--- config.mk ---
export PLATFORM = sky130hd
export DESIGN_NAME = seven_seg_scanner
export DESIGN_NICKNAME = d
export VERILOG_FILES = /design/src/rtl/seven_seg_scanner_pkg.sv /design/src/rtl/seven_seg_scanner_bcd_to_seg.sv /design/src/rtl/seven_seg_scanner.sv
export SDC_FILE = /design/constraint.sdc
export NUM_CORES = 1
export LEC_CHECK = 0
export ABC_AREA = 1
export BUFFER_PORTS_ARGS = -buffer_cell sky130_fd_sc_hd__buf_2
export CAP_MARGIN = 20
export CORE_MARGIN = 2
export CORE_UTILIZATION = 34
export DETAILED_ROUTE_END_ITERATION = 16
export SLEW_MARGIN = 0
export SYNTH_ARGS = -nofsm -noshare
export SYNTH_HDL_FRONTEND = slang
export SYNTH_SLANG_ARGS = --single-unit
--- constraint.sdc ---
create_clock -name clk -period 2.5 [get_ports clk]
set_input_delay 0.5 -clock clk [delete_from_list [all_inputs] [get_ports clk]]
set_output_delay 0.5 -clock clk [all_outputs]
set_load 0.01 [all_outputs]
--- src/rtl/seven_seg_scanner_pkg.sv ---
// rtl/seven_seg_scanner_pkg.sv - segment glyphs, digit slots and defaults for the scanner
// Glyphs are active-low {g,f,e,d,c,b,a}; a cleared bit lights that segment.
package seven_seg_scanner_pkg;

  localparam int REFRESH_DIV_DEFAULT = 100000;

  localparam logic [6:0] SEG_0     = 7'h40;
  localparam logic [6:0] SEG_1     = 7'h79;
  localparam logic [6:0] SEG_2     = 7'h24;
  localparam logic [6:0] SEG_3     = 7'h30;
  localparam logic [6:0] SEG_4     = 7'h19;
  localparam logic [6:0] SEG_5     = 7'h12;
  localparam logic [6:0] SEG_6     = 7'h02;
  localparam logic [6:0] SEG_7     = 7'h78;
  localparam logic [6:0] SEG_8     = 7'h00;
  localparam logic [6:0] SEG_9     = 7'h10;
  localparam logic [6:0] SEG_DASH  = 7'h3F;
  localparam logic [6:0] SEG_BLANK = 7'h7F;

  localparam logic [3:0] AN_OFF    = 4'hF;

  typedef enum logic [1:0] {
    DIG_UNITS    = 2'd0,
    DIG_TENS     = 2'd1,
    DIG_HUNDREDS = 2'd2,
    DIG_SPARE    = 2'd3
  } digit_e;

  function automatic logic [3:0] anode_for(digit_e d);
    logic [3:0] one_hot;
    one_hot = 4'b0001 << d;
    return ~one_hot;
  endfunction

endpackage

--- src/rtl/seven_seg_scanner_bcd_to_seg.sv ---
// rtl/seven_seg_scanner_bcd_to_seg.sv - combinational nibble to active-low segment decode
// Non-BCD nibbles (10..15) render as a dash so upstream conversion faults stay visible.
module bcd_to_seg
  import seven_seg_scanner_pkg::*;
(
  input  logic [3:0] nibble,
  output logic [6:0] seg
);

  always_comb begin
    seg = SEG_DASH;
    case (nibble)
      4'd0:    seg = SEG_0;
      4'd1:    seg = SEG_1;
      4'd2:    seg = SEG_2;
      4'd3:    seg = SEG_3;
      4'd4:    seg = SEG_4;
      4'd5:    seg = SEG_5;
      4'd6:    seg = SEG_6;
      4'd7:    seg = SEG_7;
      4'd8:    seg = SEG_8;
      4'd9:    seg = SEG_9;
      default: seg = SEG_DASH;
    endcase
  end

endmodule

--- src/rtl/seven_seg_scanner.sv ---
// rtl/seven_seg_scanner.sv - three-digit multiplexed seven-segment scanner with leading-zero blanking
// Held BCD value is scanned units, tens, hundreds, spare; an/seg are registered one cycle behind.
module seven_seg_scanner
  import seven_seg_scanner_pkg::*;
#(
  parameter int REFRESH_DIV = REFRESH_DIV_DEFAULT,
  parameter int BLANK_LZ    = 1
) (
  input  logic        clk,
  input  logic        reset,
  input  logic [11:0] bcd,
  input  logic        bcd_valid,
  output logic [3:0]  an,
  output logic [6:0]  seg,
  output logic        dp
);

  localparam int              CNT_W   = (REFRESH_DIV > 2) ? $clog2(REFRESH_DIV) : 1;
  localparam logic [CNT_W-1:0] CNT_MAX = CNT_W'(REFRESH_DIV - 1);
  localparam logic            LZ_ON   = (BLANK_LZ != 0);

  logic [CNT_W-1:0] cnt_q, cnt_d;
  digit_e           idx_q, idx_d;
  logic [11:0]      held_q, held_d;
  logic [3:0]       an_q, an_d;
  logic [6:0]       seg_q, seg_d;

  logic             tick;
  logic [3:0]       nib;
  logic [6:0]       nib_seg;
  logic             blank;
  logic             hund_zero;
  logic             tens_zero;

  always_comb begin
    tick   = (cnt_q == CNT_MAX);
    cnt_d  = tick ? '0 : cnt_q + 1'b1;
    idx_d  = tick ? digit_e'(idx_q + 2'd1) : idx_q;
    held_d = bcd_valid ? bcd : held_q;
  end

  // A dash nibble is non-zero here, so it keeps lower digits from blanking.
  always_comb begin
    hund_zero = (held_q[11:8] == 4'd0);
    tens_zero = (held_q[7:4] == 4'd0);
    nib       = 4'd0;
    blank     = 1'b0;
    case (idx_q)
      DIG_UNITS: begin
        nib = held_q[3:0];
      end
      DIG_TENS: begin
        nib   = held_q[7:4];
        blank = LZ_ON && hund_zero && tens_zero;
      end
      DIG_HUNDREDS: begin
        nib   = held_q[11:8];
        blank = LZ_ON && hund_zero;
      end
      default: begin
        blank = 1'b1;
      end
    endcase
  end

  bcd_to_seg u_bcd_to_seg (
    .nibble (nib),
    .seg    (nib_seg)
  );

  always_comb begin
    an_d  = anode_for(idx_q);
    seg_d = blank ? SEG_BLANK : nib_seg;
  end

  always_ff @(posedge clk or posedge reset) begin
    if (reset) begin
      cnt_q  <= '0;
      idx_q  <= DIG_UNITS;
      held_q <= 12'h000;
      an_q   <= AN_OFF;
      seg_q  <= SEG_BLANK;
    end else begin
      cnt_q  <= cnt_d;
      idx_q  <= idx_d;
      held_q <= held_d;
      an_q   <= an_d;
      seg_q  <= seg_d;
    end
  end

  assign an  = an_q;
  assign seg = seg_q;
  assign dp  = 1'b1;

endmodule

# After elaboration in Yosys (flattened, before gate mapping)
# Memory sizes are Yosys's and may differ from the RTL's.
# Index checks and enable logic that the tools add are counted.
# Widths: inputs -> output; s select.
classes:
  addsub: 2
  n_eq_ne: 3
  n_shift: 1
  n_mux: 4
  bitwise_logic: 1
  n_reduce_logical: 4
op_table:
  columns: ["op", "n"]
  rows:
  - ["$add 17x1->17 const B", 1]
  - ["$eq 17x17->1 const B", 1]
  - ["$mux 17", 1]
  - ["$pmux 4 s3", 1]
  - ["$logic_not 4->1", 2]
  - ["$mux 7", 1]
  - ["$not 4->4", 1]
  - ["$shl 1x2->4 const A", 1]
  - ["$pmux 1 s3", 1]
  - ["$add 2x1->2 const B", 1]
  - ["$eq 2x1->1 const B", 1]
  - ["$eq 2x2->1 const B", 1]
  - ["$logic_not 2->1", 1]
  - ["$logic_and 1x1->1", 1]
word_totals:
  regBits: 42
  mem_bits_ro: 112
  output_inout_bits: 12
  n_memories: 1
memory_table:
  columns: ["name", "depth", "width", "read_ports", "rd_ports_with_merged_regs", "write_ports", "line_no", "source"]
  rows:
  - ["(name not given)", 16, 7, 1, 0, 0, "seven_seg_scanner_bcd_to_seg.sv:12", "case (nibble)"]

# Logic depth before layout (Yosys ltp)
# Gate-level depths: netlist of run 1.
depth:
  word_depth: 4
  mapped_depth: 11

# Hierarchy
# Synthesis of run 1 repeated with hierarchy kept, for this count alone.
hier_totals:
  hier_cells: 291
  hier_area_um2: 2294.7
modules_own_cells:
  columns: ["mod", "n_inst", "cells_per_inst", "area_each_um2", "seq_area_each_um2"]
  rows:
  - ["seven_seg_scanner", 1, 256, 2108.3, 1064.8]
  - ["bcd_to_seg", 1, 35, 186.4, 0.0]

# Least setup slack after synthesis of run 1
# OpenSTA, ideal clock, no wires.
synth_path:
  path_kind: "register -> register"
  startpoint: "register idx_q[0]"
  endpoint: "register seg_q[3] (netlist: seg[3])"
  setup_time_ps: 93
  arrival_ps: 1660
  t_required_ps: 2407
  path_slack_ps: 747
  path_stages_with_launch: 11
  synth_period_minus_slack_ps: 1753
  path_cell_list: "dfrtp_1 > inv_1 > ha_1 > nand2_1 > nand3_1 > nand2_1 > inv_1 > ha_1 > nand3b_1 > nand3_1 > nand3_1"
synth_between:
  elab_chain_len: 4
  word_cells_on_any_way: 7
  classes_between: "eq/ne (2); mux (3); reduce/logical (1); memory (1)"
synth_rtl:
  columns: ["element", "line_no", "source"]
  rows:
  - ["start, declared", "seven_seg_scanner.sv:23", "digit_e idx_q, idx_d;"]
  - ["start signal, assigned", "seven_seg_scanner.sv:85", "idx_q <= idx_d;"]
  - ["$eq 2x2->1 (tied with other cells)", "seven_seg_scanner.sv:48", "case (idx_q)"]
  - ["$pmux 4 s3", "seven_seg_scanner.sv:48", null]
  - ["$mem_v2 16x7", null, null]
  - ["$mux 7 (*)", "seven_seg_scanner.sv:73", "seg_d = blank ? SEG_BLANK : nib_seg;"]
  - ["net seg_d[3]", "seven_seg_scanner.sv:26", "logic [6:0] seg_q, seg_d;"]
  - ["end signal, assigned", "seven_seg_scanner.sv:88", "seg_q <= seg_d;"]
  - ["end, declared", "seven_seg_scanner.sv:26", null]
# Mark *: on every way through the listed nets, which the timed path passes. The rest lies on a longest branch.
# A chain may end at the register's enable or synchronous reset.

# Final worst setup path of run 1
# Same ends and word-level chain as after synthesis.

==> results of run 1 <==
[per-stage QoR]
step / util (%) / power (W) / worst slack, ns
final: 39.6 / 0.00134 / 0.532
after global routing: 39.6 / 0.00141 / 0.315
after CTS: 39.6 / 0.00136 / 0.527
after detailed placement: 38.2 / 0.000911 / 0.552
after global placement: 38.2 / 0.000907 / 0.650
after floorplan: - / 0.000858 / 0.747
[final cells by class]
type / instances / area, um^2
timing repair buffer: 26 / 133
multi-input combinational: 167 / 958
inverter: 37 / 144
clock inverter: 3 / 21.3
tap: 77 / 96.3
fill: 653 / 3790
sequential: 42 / 1060
clock buffer: 5 / 68.8
[sequential cells by signal, summed over array words and instances (netlist names)]
signal / flops
an: 4
cnt_q: 17
held_q: 12
idx_q: 2
seg: 7
[where the power goes]
part,internal (W),leakage (nW),switching [W]
registers,0.000730,0.508,0.0000184
clock network,0.000196,0.0441,0.000244
logic,0.0000628,0.693,0.0000840
total,0.000989,1.25,0.000347
[critical path, stage by stage, from the launching register on]
cell and delay (ns):
sky130_fd_sc_hd__dfrtp_1 0.42, sky130_fd_sc_hd__inv_1 0.11, sky130_fd_sc_hd__ha_1 0.26, sky130_fd_sc_hd__nand2_1 0.09
sky130_fd_sc_hd__nand3_1 0.11, sky130_fd_sc_hd__nand2_1 0.16, sky130_fd_sc_hd__inv_1 0.09, sky130_fd_sc_hd__ha_1 0.30
sky130_fd_sc_hd__nand3b_1 0.17, sky130_fd_sc_hd__nand3_1 0.10, sky130_fd_sc_hd__nand3_1 0.07
[worst max-delay path by stage]
| stage | from | endpoint | depth (start not counted) |
|---|---|---|---|
| global placement | idx_q[0] | seg[3] | 10 |
| finish | idx_q[0] | seg[3] | 10 |
| detailed placement | idx_q[0] | seg[3] | 10 |
| floorplan | idx_q[0] | seg[3] | 10 |
| CTS | idx_q[0] | seg[3] | 10 |
| global route | idx_q[0] | seg[3] | 10 |
[cells by family after synthesis]
group                      after synthesis  synth area share (%)
and+or+nand+nor                        126                  26.2
DFF                                     42                  48.7
buffers and inverters                   40                  7.39
AOI/OAI and AO/OA                       13                  3.72
adders and majority gates               11                  6.30
muxes                                    9                  4.64
xor gates and xnor gates                 7                  2.81
other                                    1                 0.172
[placed cells by master, fill, tap and decap left out]
cell type                    count
sky130_fd_sc_hd__nand2_1        52
sky130_fd_sc_hd__inv_1          34
sky130_fd_sc_hd__nor2_1         31
sky130_fd_sc_hd__dfrtp_1        31
sky130_fd_sc_hd__buf_2          25
sky130_fd_sc_hd__nand3_1        24
sky130_fd_sc_hd__ha_1           11
sky130_fd_sc_hd__dfstp_2        11
sky130_fd_sc_hd__mux2_2          9
sky130_fd_sc_hd__o21ai_0         7
sky130_fd_sc_hd__xor2_1          7
sky130_fd_sc_hd__clkbuf_8        5
sky130_fd_sc_hd__nand3b_1        4
sky130_fd_sc_hd__nand4_1         4
sky130_fd_sc_hd__nand2_2         3
sky130_fd_sc_hd__nor2_4          3
sky130_fd_sc_hd__inv_2           2
sky130_fd_sc_hd__nor3_1          2
sky130_fd_sc_hd__o21bai_1        2
sky130_fd_sc_hd__nor2_2          2
sky130_fd_sc_hd__clkinv_4        2
sky130_fd_sc_hd__a21oi_2         1
sky130_fd_sc_hd__o21ai_2         1
sky130_fd_sc_hd__a21oi_1         1
sky130_fd_sc_hd__nand2_4         1
sky130_fd_sc_hd__a21o_2          1
sky130_fd_sc_hd__conb_1          1
sky130_fd_sc_hd__clkinvlp_4      1
sky130_fd_sc_hd__clkinv_2        1
sky130_fd_sc_hd__buf_4           1
[metal layers]
metal  wire [um]  GRT usage [%]  vias to the layer above
li1            -              -                      835
met1        2010           17.1                      767
met2        1810           19.4                       30
met3         156           2.46                        8
met4          87           5.72                        0
met5           0              0                        -
==> results.rst, run 1 <==
.. list-table::
   :header-rows: 1

   * - Metric
     - Value
   * - Outcome
     - completed
   * - Residual DRC count
     - 0
   * - Skew-Pair Late Insertion Delay
     - 0.30 ns
   * - Placed cell count
     - 349
   * - Total of endpoints with negative setup slack in the final report
     - 0
   * - P_leak
     - 1.25 nW
   * - Clock tree from TritonCTS
     - yes
   * - Unrepaired setup endpoints after global routing
     - no
   * - Clk sinks
     - 42
   * - Placement Rows
     - 29
   * - Wire length after detailed routing
     - 4.07 mm
   * - Non-filler cells in the finished layout
     - 357
   * - Final setup TNS
     - 0 ns
   * - Number of inserted diodes
     - 0
   * - Wire length per cell
     - 11.4 um
   * - Total I/O pin count
     - 27
   * - Maximum VDD drop
     - 232 uV
   * - Number of antenna violations at the first check in global routing
     - 0
   * - Average instance area after synthesis
     - 8.77 um^2
   * - MaxCap Viol Count
     - 0
   * - Post-CTS Hold Fix Bufs
     - 0
   * - Synth warn
     - 0
   * - CTS HTree Levels
     - 2
   * - Destination of the worst register-to-register timing path
     - seg[3]
   * - Cell type with the highest aggregate area in the netlist
     - sky130_fd_sc_hd__dfrtp_1
   * - Shortest clock period the worst path allows after layout
     - 1.97 ns
   * - Type of destination of the critical path
     - flop
   * - Global-route wire length before repair
     - 7.20 mm
   * - Share of the yosys chip area belonging to registers
     - 48.7%
   * - Length of the first detailed-routing pass in iterations
     - 5
   * - Post-Syn Nets
     - 275
   * - Critical Setup Path Class
     - reg2reg
   * - Share of final-layout standard cells stronger than drive strength 1
     - 24.6%
   * - Pin count of the biggest net entering global routing
     - 43
   * - Overall via count from detail_route
     - 1640
   * - Dominant synthesized flop cell
     - sky130_fd_sc_hd__dfrtp_1
   * - Critical path data arrival time
     - 2.18 ns
   * - Period utilization
     - 78.7%
   * - Number of flops mapped to enable cells by yosys
     - 0
   * - Cell area after synthesis
     - 0.00218 mm^2
   * - Root buffer cell
     - sky130_fd_sc_hd__clkbuf_8
   * - Synthesized flop and latch total
     - 42
   * - Most frequent cell after synthesis
     - sky130_fd_sc_hd__nand2_1
   * - Final hold slack
     - 0.324 ns
   * - Hold/Removal Path Class
     - in2async
   * - Postcts setup bufs
     - 0
   * - Startpoint type of the worst setup path
     - flop
   * - Final weighted congestion of routability-driven global placement
     - 0.830
   * - Power per Cell Area
     - 537 mW/mm^2
   * - FFs w/ async S/R, synth
     - 100%
   * - Vias in the first global route
     - 1585
   * - Count of buffers inserted at the top-level ports
     - 25
   * - Inserted Clock Buffers
     - 5
   * - Synth cell count leaders
     - sky130_fd_sc_hd__nand2_1 (52), sky130_fd_sc_hd__inv_1 (34), sky130_fd_sc_hd__dfrtp_1 (31), sky130_fd_sc_hd__nor2_1 (31), sky130_fd_sc_hd__nand3_1 (24)
   * - All-layer global routing usage
     - 12.6%
   * - Die width
     - 84.2 um
   * - Fraction of post-synthesis cell area in the top cell type by area
     - 35.5%
   * - Number of nets with antenna violations after routing
     - 0
   * - Required time at the worst-slack endpoint
     - 2.71 ns
   * - Worst slew margin relative to its limit
     - 64.5%
   * - Worst flop-to-flop path startpoint
     - idx_q[0]
   * - Total grt overflow
     - 0
   * - Final slew viol count
     - 0
   * - Hold violation count in the final report
     - 0
   * - Pin slew with the least headroom to its limit
     - 0.533 ns
   * - Area post-placement
     - 0.00240 mm^2
   * - HPWL Detailed
     - 3.08 mm
   * - Main area contributors after synthesis
     - sky130_fd_sc_hd__dfrtp_1 (36%), sky130_fd_sc_hd__dfstp_2 (13%), sky130_fd_sc_hd__nand2_1 (8.9%), sky130_fd_sc_hd__ha_1 (6.3%), sky130_fd_sc_hd__inv_1 (5.8%)
   * - Die Footprint
     - 0.00708 mm^2
   * - Post-CTS sizing
     - 0
   * - Max frequency
     - 0.508 GHz
   * - Initial Util
     - 34.8%
   * - Setup skew after layout
     - 0.00551 ns
   * - Number of cells traversed by the worst register-to-register path
     - 10
   * - Gate count of the mapped netlist
     - 249
   * - Via density per instance
     - 4.59
   * - Number of distinct library cells after synthesis
     - 27
   * - FF-to-FF setup slack
     - 0.53 ns
   * - Initial drt markers
     - 60
   * - Post-route cell area
     - 0.00249 mm^2
   * - Worst-case clock buffer depth
     - 2
   * - Largest fanout on the critical path
     - 5
   * - Clock-pin slew of the registers on the worst-case setup and hold paths
     - 0.08 ns
   * - Area growth from synthesis to layout
     - 13.8%
   * - Height of the chip
     - 84.2 um
   * - Number of nets in the layout
     - 305
   * - Core area
     - 0.00628 mm^2
No activity file was read; power rests on OpenSTA's default activity.
==> run 2: changes to the inputs <==
Clock period 2.5 ns to 1.6 ns, I/O delays scaled along.
==> run 2 against run 1 <==
Compared with the run above:
- routed wire length is 6.7% higher
- clock skew hardly changed
- non-clock buffer count is 16 higher
- first-iteration DRC count is 35% lower
- global-route usage is 0.85 points higher
- sequential cell count stayed put
- sequential power is 56% higher
- highest routed layer unchanged
- critical endpoint unchanged
- register-to-register slack worse by 0.53 ns
- maximum frequency is 23% higher
==> results.rst, run 2 (synthesis gave the netlist of run 1 again) <==
.. list-table::
   :header-rows: 1

   * - Metric
     - Value
   * - Count of buffers inserted at the top-level ports
     - 25 (unchanged)
   * - Via density per instance
     - 4.60 (about the same)
   * - Initial Util
     - 34.8% (unchanged)
   * - Final setup TNS
     - 0 ns (unchanged)
   * - Critical path data arrival time
     - 1.81 ns (-0.37 ns)
   * - MaxCap Viol Count
     - 0 (unchanged)
   * - Clk sinks
     - 42 (unchanged)
   * - Finished Core Util
     - 44.4% (+4.8 points)
   * - Wire length per cell
     - 11.6 um (+2.1%)
   * - Initial drt markers
     - 39 (-35%)
   * - Startpoint type of the worst setup path
     - flop
   * - HPWL Detailed
     - 3.28 mm (+6.3%)
   * - Total I/O pin count
     - 27 (unchanged)
   * - Commonest non-fill, non-tap cell in the layout
     - sky130_fd_sc_hd__nand2_1
   * - Hold violation count in the final report
     - 0 (unchanged)
   * - Area growth from synthesis to layout
     - 27.5%
   * - Skew-Pair Late Insertion Delay
     - 0.29 ns (about the same)
   * - Critical Setup Path Class
     - reg2reg
   * - Total of endpoints with negative setup slack in the final report
     - 0 (unchanged)
   * - Number of nets in the layout
     - 321 (+5.2%)
   * - Power, Total
     - 0.00227 W (+70%)
   * - Clock tree from TritonCTS
     - yes
   * - P_leak
     - 1.36 nW (+9.4%)
   * - Height of the chip
     - 84.2 um (unchanged)
   * - Root buffer cell
     - sky130_fd_sc_hd__clkbuf_8
   * - Die width
     - 84.2 um (unchanged)
   * - Core area
     - 0.00628 mm^2 (unchanged)
   * - Maximum VDD drop
     - 498 uV (+110%)
   * - Filler cell count
     - 628 (-3.8%)
   * - Cell internal power dissipation
     - 0.00173 W (+75%)
   * - Vias in the first global route
     - 1813 (+14%)
   * - Switching power of the nets
     - 0.000545 W (+57%)
   * - Placement Rows
     - 29 (unchanged)
   * - Overall via count from detail_route
     - 1714 (+4.5%)
   * - FF-to-FF setup slack
     - 0.005 ns (-0.53 ns)
   * - Largest register by flop count
     - cnt_q
   * - Largest register FFs
     - 17 (unchanged)
   * - Largest fanout on the critical path
     - 4 (-1)
   * - Worst-case clock buffer depth
     - 2 (unchanged)
   * - Residual DRC count
     - 0 (unchanged)
   * - Die Footprint
     - 0.00708 mm^2 (unchanged)
   * - Reg power frac
     - 51.6% (-4.4 points)
   * - Period utilization
     - 99.7% (+21 points)
   * - All-layer global routing usage
     - 13.4% (+0.85 points)
   * - Clk pwr share
     - 35.4% (+2.4 points)
   * - Smallest setup slack after layout
     - 0.00452 ns (-0.528 ns)
   * - Setup skew after layout
     - 0.00523 ns (-0.000281 ns)
   * - Shortest clock period the worst path allows after layout
     - 1.60 ns (-0.372 ns)
   * - Unrepaired setup endpoints after global routing
     - yes
   * - Final weighted congestion of routability-driven global placement
     - 0.856 (+3.1%)
   * - Type of destination of the critical path
     - flop
   * - CTS HTree Levels
     - 2 (unchanged)
   * - Leading cell types in the layout, fill and taps excluded
     - sky130_fd_sc_hd__nand2_1 (41), sky130_fd_sc_hd__nor2_1 (31), sky130_fd_sc_hd__inv_1 (30), sky130_fd_sc_hd__dfrtp_1 (29), sky130_fd_sc_hd__buf_2 (25)
   * - Number of antenna violations at the first check in global routing
     - 0 (unchanged)
   * - Number of nets with antenna violations after routing
     - 0 (unchanged)
   * - Inserted Clock Buffers
     - 5 (unchanged)
   * - Total grt overflow
     - 0 (unchanged)
   * - Length of the first detailed-routing pass in iterations
     - 4 (-1)
   * - Pin count of the biggest net entering global routing
     - 43 (unchanged)
   * - Post-CTS Hold Fix Bufs
     - 0 (unchanged)
   * - Final slew viol count
     - 0 (unchanged)
   * - Clock-pin slew of the registers on the worst-case setup and hold paths
     - 0.08 ns (about the same)
   * - Logic gate share of total power
     - 12.9% (+1.9 points)
   * - Hold/Removal Path Class
     - in2async
   * - Outcome
     - completed
   * - Share of final-layout standard cells stronger than drive strength 1
     - 38.5% (+14 points)
   * - Max frequency
     - 0.627 GHz (+23%)
   * - Global-route wire length before repair
     - 7.72 mm (+7.2%)
   * - Setup WS pre-CTS
     - -0.104 ns (-0.655 ns)
   * - Wire length after detailed routing
     - 4.34 mm (+6.7%)
   * - Required time at the worst-slack endpoint
     - 1.81 ns (-0.90 ns)
   * - Switching fraction of total power
     - 23.9% (-2.0 points)
   * - Power per Cell Area
     - 816 mW/mm^2 (+52%)
   * - Number of inserted diodes
     - 0 (unchanged)
==> run 2: final cells by class <==
| type | instances | area (um^2) | area share [%] |
|---|---|---|---|
| inverters | 37 | 149 | 5.34 |
| multi-input cells | 167 | 1090 | 39.2 |
| clock buffers | 8 | 111 | 4.00 |
| well taps | 77 | 96.3 | 3.46 |
| repair buffers | 42 | 269 | 9.65 |
| flip-flops and latches | 42 | 1070 | 38.3 |
==> run 2: power groups by stage <==
| stage | Sequential, W | Combinational (W) | Clock [W] |
|---|---|---|---|
| 6_report | 0.00117 | 0.000294 | 0.000806 |
| 2_1_floorplan | 0.00120 | 0.000146 | 0 |
| 5_1_grt | 0.00118 | 0.000335 | 0.000894 |
| 3_5_place_dp | 0.00119 | 0.000269 | 0 |
| 3_3_place_gp | 0.00119 | 0.000263 | 0 |
| 4_1_cts | 0.00117 | 0.000282 | 0.000847 |
==> run 2: through the flow <==
stage               cells  area (um^2)  hold WS [ns]
floorplan             249         2240         0.428
finish                373         2790        0.0773
global placement      363         2570         0.405
CTS                   372         2730        0.0759
global route          373         2790         0.102
detailed placement    363         2570         0.403
==> run 2: routing by layer <==
metal / part of all wire [%] / vias to the layer above / GRT usage (%) / routed length (um)
met4: 1.5 / 0 / 5.43 / 65
met1: 42 / 800 / 15.1 / 1800
met5: 0 / - / 0 / 0
met3: 5.5 / 7 / 3.24 / 239
li1: - / 866 / - / -
met2: 51 / 41 / 24.2 / 2230
==> run 2: path summary, 6_finish.rpt <==
check,from,endpoint,cells after the start
min in group clk,bcd[9],held_q[9],3
worst max register to register,idx_q[0],seg[3],10
max in group asynchronous,reset,an[1],3
worst min register to register,cnt_q[0],cnt_q[0],1
worst max-delay path,idx_q[0],seg[3],10
worst min-delay path,reset,held_q[11],3
==> run 2: worst max-delay path: stages, from the launching register on <==
cell,delay (ns)
sky130_fd_sc_hd__dfrtp_2,0.46
sky130_fd_sc_hd__inv_4,0.10
sky130_fd_sc_hd__ha_4,0.14
sky130_fd_sc_hd__nand2_2,0.05
sky130_fd_sc_hd__nand3_2,0.08
sky130_fd_sc_hd__nand2_2,0.08
sky130_fd_sc_hd__inv_2,0.08
sky130_fd_sc_hd__ha_4,0.19
sky130_fd_sc_hd__nand3b_1,0.17
sky130_fd_sc_hd__nand3_1,0.09
sky130_fd_sc_hd__nand3_1,0.08
==> run 2: repair_timing <==
action,in CTS,in global routing
endpoints found under the setup margin,7,7
setup buffers,1,1
pin swaps,11,11
gates resized for setup,10,14
==> run 3: changes to the inputs <==
Settings changed: SYNTH_HIERARCHICAL from default to 1, TNS_END_PERCENT from default to 50.
==> run 3 against run 2 <==
Compared with the run above:
- the run now ends with negative setup slack left
- highest routed layer unchanged
- sequential cell count did not move
- largest cell class is now sequential cells
- combinational power rose by 7.1%
- critical path type unchanged
- die area rose by 4.8%
==> results.rst, run 3 <==
.. list-table::
   :header-rows: 1

   * - Metric
     - Value
   * - Outcome
     - finished, violations left
   * - Violated checks
     - negative setup slack
   * - Die width
     - 86.2 um (+2.4%)
   * - Maximum VDD drop
     - 420 uV (-16%)
   * - Synth cell count leaders
     - sky130_fd_sc_hd__nand2_1 (69), sky130_fd_sc_hd__inv_1 (57), sky130_fd_sc_hd__dfrtp_1 (31), sky130_fd_sc_hd__nor2_1 (31), sky130_fd_sc_hd__nand3_1 (23)
   * - Total I/O pin count
     - 27 (unchanged)
   * - Area post-placement
     - 0.00266 mm^2 (+3.6%)
   * - Leading cell types in the layout, fill and taps excluded
     - sky130_fd_sc_hd__nand2_1 (66), sky130_fd_sc_hd__inv_1 (45), sky130_fd_sc_hd__nor2_1 (31), sky130_fd_sc_hd__dfrtp_1 (30), sky130_fd_sc_hd__buf_2 (25)
   * - Cell area after synthesis
     - 0.00229 mm^2 (+5.0%)
   * - Post-route cell area
     - 0.00292 mm^2 (+4.6%)
   * - Number of nets with antenna violations after routing
     - 0 (unchanged)
   * - Critical path data arrival time
     - 1.93 ns (+0.12 ns)
   * - Count of buffers inserted at the top-level ports
     - 25 (unchanged)
   * - Dominant synthesized flop cell
     - sky130_fd_sc_hd__dfrtp_1
   * - Height of the chip
     - 86.2 um (+2.4%)
   * - Main area contributors after synthesis
     - sky130_fd_sc_hd__dfrtp_1 (34%), sky130_fd_sc_hd__dfstp_2 (13%), sky130_fd_sc_hd__nand2_1 (11%), sky130_fd_sc_hd__inv_1 (9.3%), sky130_fd_sc_hd__ha_1 (6.0%)
   * - Number of distinct library cells after synthesis
     - 26 (-3.7%)
   * - Unrepaired setup endpoints after global routing
     - yes
   * - Number of inserted diodes
     - 0 (unchanged)
   * - Hold violation count in the final report
     - 0 (unchanged)
   * - Synthesized flop and latch total
     - 42 (unchanged)
   * - Share of the yosys chip area belonging to registers
     - 46.4% (-2.3 points)
   * - Pin count of the biggest net entering global routing
     - 43 (unchanged)
   * - All-layer global routing usage
     - 13.3% (-0.13 points)
   * - Type of destination of the critical path
     - flop
   * - Via density per instance
     - 4.43 (-3.6%)
   * - Worst-case clock buffer depth
     - 2 (unchanged)
   * - Clk sinks
     - 42 (unchanged)
   * - Final weighted congestion of routability-driven global placement
     - 0.907 (+5.9%)
   * - Fraction of post-synthesis cell area in the top cell type by area
     - 33.8% (-1.7 points)
   * - HPWL Detailed
     - 3.32 mm (+1.2%)
   * - Initial Util
     - 35.7% (+0.93 points)
   * - Wire length per cell
     - 10.9 um (-6.2%)
   * - Area of the multi-input gates
     - 0.00107 mm^2 (-2.5%)
   * - Root buffer cell
     - sky130_fd_sc_hd__clkbuf_8
   * - Average instance area after synthesis
     - 7.89 um^2 (-10%)
   * - Cell type with the highest aggregate area in the netlist
     - sky130_fd_sc_hd__dfrtp_1
   * - Shortest clock period the worst path allows after layout
     - 1.71 ns (+0.113 ns)
   * - Clock-pin slew of the registers on the worst-case setup and hold paths
     - 0.08 ns (about the same)
   * - Clock tree from TritonCTS
     - yes
   * - Non-filler cells in the finished layout
     - 419 (+12%)
   * - Wire length after detailed routing
     - 4.57 mm (+5.4%)
   * - Startpoint type of the worst setup path
     - flop
   * - Synth warn
     - 6 (+6)
   * - Max frequency
     - 0.585 GHz (-6.6%)
   * - Setup skew after layout
     - 0.00633 ns (+0.00110 ns)
   * - Global-route wire length before repair
     - 7.82 mm (+1.2%)
   * - Hold/Removal Path Class
     - in2async
   * - Overall via count from detail_route
     - 1856 (+8.3%)
   * - Gate count of the mapped netlist
     - 291 (+17%)
   * - Register area
     - 0.00107 mm^2 (-0.12%)
   * - Final setup TNS
     - -0.377 ns (-0.377 ns)
   * - Number of flops mapped to enable cells by yosys
     - 0 (unchanged)
   * - Die Footprint
     - 0.00742 mm^2 (+4.8%)
   * - Core area
     - 0.00642 mm^2 (+2.3%)
   * - CTS HTree Levels
     - 2 (unchanged)
   * - Most frequent cell after synthesis
     - sky130_fd_sc_hd__nand2_1
   * - Inserted Clock Buffers
     - 5 (unchanged)
   * - Largest register by flop count
     - cnt_q
   * - Period utilization
     - 107% (+7.0 points)
   * - Smallest setup slack after layout
     - -0.108 ns (-0.113 ns)
   * - Placement Rows
     - 29 (unchanged)
   * - Skew-Pair Late Insertion Delay
     - 0.30 ns (about the same)
   * - P_leak
     - 1.57 nW (+15%)
   * - Finished Core Util
     - 45.4% (+1.0 points)
   * - Critical Setup Path Class
     - reg2reg
   * - Number of nets in the layout
     - 367 (+14%)
   * - Total grt overflow
     - 0 (unchanged)
   * - Filler cell count
     - 632 (+0.64%)
   * - FFs w/ async S/R, synth
     - 100% (unchanged)
   * - MaxCap Viol Count
     - 0 (unchanged)
   * - Final slew viol count
     - 0 (unchanged)
   * - Residual DRC count
     - 0 (unchanged)
   * - Commonest non-fill, non-tap cell in the layout
     - sky130_fd_sc_hd__nand2_1
   * - Length of the first detailed-routing pass in iterations
     - 4 (unchanged)
   * - Vias in the first global route
     - 1793 (-1.1%)
   * - Placed cell count
     - 405 (+12%)
   * - Largest register FFs
     - 17 (unchanged)
   * - Power, Total
     - 0.00247 W (+8.5%)
   * - Post-Syn Nets
     - 317 (+15%)
   * - Initial drt markers
     - 56 (+44%)
   * - Share of final-layout standard cells stronger than drive strength 1
     - 32.7% (-5.8 points)
   * - Largest fanout on the critical path
     - 4 (unchanged)
   * - Number of antenna violations at the first check in global routing
     - 0 (unchanged)
   * - Total of endpoints with negative setup slack in the final report
     - 6 (+6)
   * - Required time at the worst-slack endpoint
     - 1.82 ns (about the same)
   * - Area growth from synthesis to layout
     - 27.0%
   * - Power per Cell Area
     - 846 mW/mm^2 (+3.7%)
## run 3: per-stage QoR
step           hold WS [ns]  worst slack, ns
6_report             0.0661           -0.108
5_1_grt              0.0941           -0.238
4_1_cts              0.0759           -0.105
3_5_place_dp          0.400           -0.156
3_3_place_gp          0.392           -0.111
2_1_floorplan         0.441          -0.0828
## run 3: where the power goes
group          switching (W)  total (W)  internal [W]
Clock               0.000379   0.000997      0.000618
Sequential         0.0000179    0.00116       0.00114
Combinational       0.000180   0.000315      0.000135
Total               0.000577    0.00247       0.00189
## run 3: timing repair
action	in CTS	in global routing
setup buffers	3	3
pin swaps	3	2
endpoints found under the hold margin	0	0
hold buffers	0	0
gates resized for setup	17	8
endpoints found under the setup margin	7	7
## run 3: final cells by class
type	count	share of cell area, %
clock buffer	5	2.36
clock inverter	3	2.19
inverter	63	8.63
multi-input combinational	182	36.6
sequential	42	36.6
tap	77	3.30
timing repair buffer	47	10.4
## run 3: final timing paths
kind | start | end | slack [ns] | depth (start not counted)
max | idx_q[0] | seg[0] | -0.11 | 14
min | reset | cnt_q[10] | 0.07 | 3
max reg2reg | idx_q[0] | seg[0] | -0.11 | 14
min reg2reg | cnt_q[0] | cnt_q[0] | 0.49 | 1
max in group asynchronous | reset | seg[3] | 1.27 | 3
min in group clk | bcd[10] | held_q[10] | 0.23 | 3
## run 3: worst max-delay path: stages, from the launching register on
cell                       delay, ns
sky130_fd_sc_hd__dfrtp_2        0.46
sky130_fd_sc_hd__inv_4          0.10
sky130_fd_sc_hd__ha_4           0.15
sky130_fd_sc_hd__inv_4          0.04
sky130_fd_sc_hd__o221ai_2       0.11
sky130_fd_sc_hd__nand2_1        0.08
sky130_fd_sc_hd__inv_2          0.10
sky130_fd_sc_hd__inv_4          0.05
sky130_fd_sc_hd__ha_1           0.17
sky130_fd_sc_hd__inv_1          0.06
sky130_fd_sc_hd__nand2_2        0.07
sky130_fd_sc_hd__nand3_1        0.06
sky130_fd_sc_hd__nand2_1        0.05
sky130_fd_sc_hd__inv_1          0.07
sky130_fd_sc_hd__nand3_2        0.07
## run 3: cell families (layout without fill, tap and decap cells)
logic type | Yosys count | in the layout | synth area share (%)
compound gates | 20 | 20 | 5.56
xor+xnor | 6 | 6 | 2.29
fa+ha+maj | 11 | 11 | 6.00
buf+inv | 67 | 118 | 11.2
flops | 42 | 42 | 46.4
mux | 4 | 4 | 1.96
other cells | 1 | 1 | 0.163
simple gates | 140 | 140 | 26.4
## run 3: per-layer routing
metal  wire length [um]  vias to the layer above  global-route usage [%]
met3                222                        4                    3.85
li1                   -                      988                       -
met4                 35                        0                    3.46
met1               2040                      824                    15.7
met5                  0                        -                       0
met2               2280                       40                    23.5
